[config.mk]
export PLATFORM = sky130hd
export DESIGN_NAME = uart_rx_core
export DESIGN_NICKNAME = d
export VERILOG_FILES = /design/src/rtl/uart_rx_core.sv
export SDC_FILE = /design/constraint.sdc
export NUM_CORES = 1
export LEC_CHECK = 0
export ABC_AREA = 1
export CAP_MARGIN = 20
export CORE_UTILIZATION = 62
export CTS_CLUSTER_SIZE = 8
export DETAILED_ROUTE_END_ITERATION = 8
export GPL_ROUTABILITY_DRIVEN = 0
export PLACE_DENSITY = 0.83
export REMOVE_ABC_BUFFERS = 1
export SLEW_MARGIN = 10
export SYNTH_ARGS = -nofsm -noshare
export SYNTH_HDL_FRONTEND = slang
export SYNTH_SLANG_ARGS = --single-unit
[constraint.sdc]
create_clock -name clk -period 3.1 [get_ports clk]
set_clock_uncertainty 0.05 [all_clocks]
set_input_delay 0.62 -clock clk [delete_from_list [all_inputs] [get_ports clk]]
set_output_delay 0.62 -clock clk [all_outputs]
set_load 0.02 [all_outputs]
[src/rtl/uart_rx_core.sv]
// uart_rx_core: 8N1 UART receiver with 2-flop synchroniser, irq pulse, frame-error and busy status.
// Define UART_RX_PARITY_EN to expect an even-parity bit after bit 7 (8E1).
module uart_rx_core #(
  parameter int CLKS_PER_BIT = 434,
  parameter int CNT_W        = 16
) (
  input  logic       clk,
  input  logic       rst,
  input  logic       i_rxd,
  output logic [7:0] o_rx,
  output logic       o_irq,
  output logic       o_frame_err,
  output logic       o_rx_busy
);
  typedef enum logic [2:0] {
    IDLE,
    START,
    DATA,
`ifdef UART_RX_PARITY_EN
    PARITY,
`endif
    STOP,
    BREAK
  } state_t;
  localparam logic [CNT_W-1:0] HALF = CNT_W'((CLKS_PER_BIT - 1) >> 1);
  localparam logic [CNT_W-1:0] FULL = CNT_W'(CLKS_PER_BIT - 1);
  state_t           state_q, state_d;
  logic             sync_q, rxs_q;
  logic [CNT_W-1:0] cnt_q, cnt_d;
  logic [2:0]       idx_q, idx_d;
  logic [7:0]       shift_q, shift_d, rx_q, rx_d;
  logic             irq_q, irq_d, ferr_q, ferr_d, par_err;
  logic             tick;
  assign tick = cnt_q == FULL;
`ifdef UART_RX_PARITY_EN
  logic par_q, par_d;
  assign par_err = par_q;
`else
  assign par_err = 1'b0;
`endif
  always_comb begin
    state_d = state_q;
    cnt_d   = cnt_q;
    idx_d   = idx_q;
    shift_d = shift_q;
    rx_d    = rx_q;
    irq_d   = 1'b0;
    ferr_d  = ferr_q;
`ifdef UART_RX_PARITY_EN
    par_d   = par_q;
`endif
    case (state_q)
      IDLE: if (!rxs_q) begin
        state_d = START;
        cnt_d   = '0;
      end
      START: if (cnt_q == HALF) begin
        state_d = rxs_q ? IDLE : DATA;
        cnt_d   = '0;
        idx_d   = '0;
      end else cnt_d = cnt_q + CNT_W'(1);
      DATA: if (tick) begin
        shift_d[idx_q] = rxs_q;
        cnt_d          = '0;
        idx_d          = idx_q + 3'd1;
`ifdef UART_RX_PARITY_EN
        state_d        = idx_q == 3'd7 ? PARITY : DATA;
`else
        state_d        = idx_q == 3'd7 ? STOP : DATA;
`endif
      end else cnt_d = cnt_q + CNT_W'(1);
`ifdef UART_RX_PARITY_EN
      PARITY: if (tick) begin
        par_d   = ^shift_q ^ rxs_q;
        cnt_d   = '0;
        state_d = STOP;
      end else cnt_d = cnt_q + CNT_W'(1);
`endif
      // Leaving at mid-stop-bit lets a start edge at the end of the stop bit be caught.
      STOP: if (tick) begin
        rx_d    = shift_q;
        irq_d   = 1'b1;
        ferr_d  = !rxs_q | par_err;
        cnt_d   = '0;
        state_d = rxs_q ? IDLE : BREAK;
      end else cnt_d = cnt_q + CNT_W'(1);
      BREAK: if (rxs_q) state_d = IDLE;
      default: state_d = IDLE;
    endcase
  end
  always_ff @(posedge clk or posedge rst) begin
    if (rst) begin
      sync_q  <= 1'b1;
      rxs_q   <= 1'b1;
      state_q <= IDLE;
      cnt_q   <= '0;
      idx_q   <= '0;
      shift_q <= '0;
      rx_q    <= '0;
      irq_q   <= 1'b0;
      ferr_q  <= 1'b0;
`ifdef UART_RX_PARITY_EN
      par_q   <= 1'b0;
`endif
    end else begin
      sync_q  <= i_rxd;
      rxs_q   <= sync_q;
      state_q <= state_d;
      cnt_q   <= cnt_d;
      idx_q   <= idx_d;
      shift_q <= shift_d;
      rx_q    <= rx_d;
      irq_q   <= irq_d;
      ferr_q  <= ferr_d;
`ifdef UART_RX_PARITY_EN
      par_q   <= par_d;
`endif
    end
  end
  assign o_rx        = rx_q;
  assign o_irq       = irq_q;
  assign o_frame_err = ferr_q;
  assign o_rx_busy   = state_q != IDLE;
endmodule

==> impl_metrics.env <==
export IMPL_status="completed"
export IMPL_combPwrFrac_pct=1.6
export IMPL_yosysTopAreaCell="dfrtp_1"
export IMPL_place_area_sq_mm=0.00254
export IMPL_synth_edff_count=0
export IMPL_setup_viol=0
export IMPL_cap_viol_max_count=0
export IMPL_cp_slowest_cell="clkdlybuf4s50_1"
export IMPL_p_switching_mw=0.213
export IMPL_wl_per_cell_um=12.3
export IMPL_layout_setup_ws_ns=0.802
export IMPL_drive_gt1_share_pct=10.9
export IMPL_portBuffers=13
export IMPL_vias=2018
export IMPL_rows=22
export IMPL_worstSkewPairLatency_ns=0.31
export IMPL_grt_usage_pct=26.5
export IMPL_holdBufCountCts=0
export IMPL_synth_avg_cell_area_sq_um=7.43
export IMPL_antenna_found_initial=0
export IMPL_layout_area_overhead_vs_synth_pct=10.4
export IMPL_floorplan_initialDensity_pct=65.1
export IMPL_drc_errors=0
export IMPL_ys_flop_type="dfrtp_1"
export IMPL_final_area_sq_mm=0.00263
export IMPL_worst_path_buf_inv=2
export IMPL_dp_cells=378
export IMPL_die_w_um=64.0
export IMPL_ctsRootBufferMaster="clkbuf_8"
export IMPL_fin_nets=345
export IMPL_p_int_mw=0.711
export IMPL_grt_max_degree=43
export IMPL_die_y_um=64.0
export IMPL_cts_buffers=5
export IMPL_vdd_ir_drop_worst_uv=288
export IMPL_grt_pass1_wl_um=8140
export IMPL_crit_start="state_q[2]"
export IMPL_crit_fanout=5
export IMPL_place_hpwl_um=3410
export IMPL_max_freq_mhz=435
export IMPL_seqPwrFrac_pct=59.8
export IMPL_antenna_cells=0
export IMPL_grt_ovfl_total=0
export IMPL_worstSetupPathType="reg2out"
export IMPL_wl_um=4760
export IMPL_p_leak_nw=1.29
export IMPL_detail_route_vias_per_cell=5.23
export IMPL_yosysTopAreaCellShare_pct=42.0
export IMPL_hold_viol=0
export IMPL_crit_path_end_kind="primary output"
export IMPL_rr_startpoint="rxs_q"
export IMPL_grt_pass1_vias=1896
export IMPL_yosysSeqAreaShare_pct=44.2
export IMPL_yosysWarnings=0
export IMPL_worst_pin_slew_ns=0.577
export IMPL_clkPwrFrac_pct=38.6
export IMPL_critPathMaxStageDelay_ns=0.60
export IMPL_cts_tree="yes"
export IMPL_tns_ns=0
export IMPL_cts_setup_buffers=0
export IMPL_layout_cells_non_filler=386
export IMPL_yosysUniqueCellTypes=24
export IMPL_worstPathRequired_ns=2.43
export IMPL_core_sq_mm=0.00366
export IMPL_clock_path_buffers=2
export IMPL_synth_area_leaders="dfrtp_1, nand2_1, nand3_1, nor2_1, inv_1"
export IMPL_dr_pass1_iters=4
export IMPL_switching_share_pct=23.0
export IMPL_htreeDepth=2
export IMPL_rsz0062_at_grt="no"
export IMPL_finalCritPeriodShare_pct=74.1
export IMPL_clk_pin_slew_ns=0.08
export IMPL_maxSlewViolCount=0
export IMPL_place_ws_ns=1.14
export IMPL_synth_most_common_cell="nand2_1"
export IMPL_hp_start="sync_q"
export IMPL_cts_sinks=42
export IMPL_cts_repair_resized=0
export IMPL_synth_seq_cells=42
export IMPL_layout_min_cycle_time_ns=2.30
export IMPL_hold_class="reg2reg"
export IMPL_async_flop_share_pct=100
export IMPL_final_antenna_net_count=0
export IMPL_die_area_sq_mm=0.00410
export IMPL_pin_count=14
export IMPL_crit_path_cell_trace="inv_2, nand2_1, clkdlybuf4s50_1"
export IMPL_crit_path_start_kind="register"
export IMPL_cp_top_family="buffers and inverters"
export IMPL_powerDensity_mw_per_mm2=351
export IMPL_syn_inst=321
export IMPL_synth_common_cells="nand2_1, dfrtp_1, nor2_1, nand3_1, inv_1"
export IMPL_syn_area_sq_mm=0.00238
export IMPL_maxSlewHeadroom_pct=61.4
export IMPL_drtIter0Drc=140
export IMPL_worstPathArrival_ns=1.63
area by class of cell:
class                   instances  area, sq um
multi-input cells             245         1180
fillers                       290         1030
clock buffers                   5         68.8
clock inverters                 3         21.3
flip-flops and latches         42         1050
repair buffers                 14          138
inverters                      29          109
well taps                      48         60.1
final timing paths:
check	end	slack, ns	cells past startpoint
setup / recovery	o_rx_busy	0.80	3
hold / removal	rxs_q	0.31	0
setup reg to reg	cnt_q[2]	1.23	6
hold reg to reg	rxs_q	0.31	0
max in group asynchronous	sync_q	1.92	3
min in group asynchronous	o_frame_err	0.71	3
flip-flops by register name, indices dropped and copies added, names as in the netlist:
register,count
o_frame_err,1
state_q,3
sync_q,1
idx_q,3
o_rx,8
o_irq,1
cnt_q,16
shift_q,8
rxs_q,1
power by group through the flow:
| stage | clock network (mW) | logic [mW] | registers [mW] |
|---|---|---|---|
| 2_1_floorplan | 0 | 0.00916 | 0.562 |
| 3_3_place_gp | 0 | 0.0157 | 0.563 |
| 3_5_place_dp | 0 | 0.0160 | 0.563 |
| 4_1_cts | 0.365 | 0.0159 | 0.552 |
| 5_1_grt | 0.379 | 0.0181 | 0.553 |
| 6_report | 0.356 | 0.0150 | 0.552 |
routing by layer:
| metal | wire length [um] | part of all wire [%] | global-route usage (%) |
|---|---|---|---|
| met5 | 0 | 0 | 0 |
| met2 | 2230 | 47 | 43.0 |
| met3 | 183 | 3.8 | 4.29 |
| met1 | 2240 | 47 | 34.7 |
| met4 | 105 | 2.2 | 12.2 |
layout by cell type, fill, tap and decap left out:
master and count:
nand2_1 122, dfrtp_1 40, nor2_1 39, nand3_1 34, inv_1 22, clkdlybuf4s50_1 13
nand4_1 8, inv_2 7, nand2_2 7, xor2_1 7, o21ai_0 7, nor2_2 5
ha_1 5, clkbuf_8 5, nor2_4 3, nor3_4 2, dfstp_2 2, nor2_8 1
nand3_2 1, a21oi_1 1, nor3_1 1, xnor2_1 1, o211ai_1 1, clkinv_4 1
clkinvlp_4 1, clkinv_2 1, buf_4 1
worst reg2reg max path, cell delays in order, from the launching register on:
cell,delay [ns]
dfstp_2,0.68
nand2_1,0.09
nand2_1,0.41
inv_1,0.20
nand2_1,0.11
xor2_1,0.16
nor2_1,0.06
cell families (layout without fill, tap and decap cells):
family | count (synthesis) | count (layout) | share of synthesized area [%]
xor+xnor | 8 | 8 | 2.94
flops | 42 | 42 | 44.2
fa+ha+maj | 5 | 5 | 2.62
buf+inv | 34 | 51 | 6.25
simple gates | 223 | 223 | 42.0
compound gates | 9 | 9 | 1.99
through the flow:
step	hold WS (ns)	util [%]	total power, mW
after global routing	0.314	71.9	0.950
final	0.310	71.9	0.924
after global placement	0.300	69.4	0.579
after floorplan	0.295	-	0.572
after detailed placement	0.301	69.4	0.579
after CTS	0.312	71.9	0.933
Power figures use the tool's default switching activity.
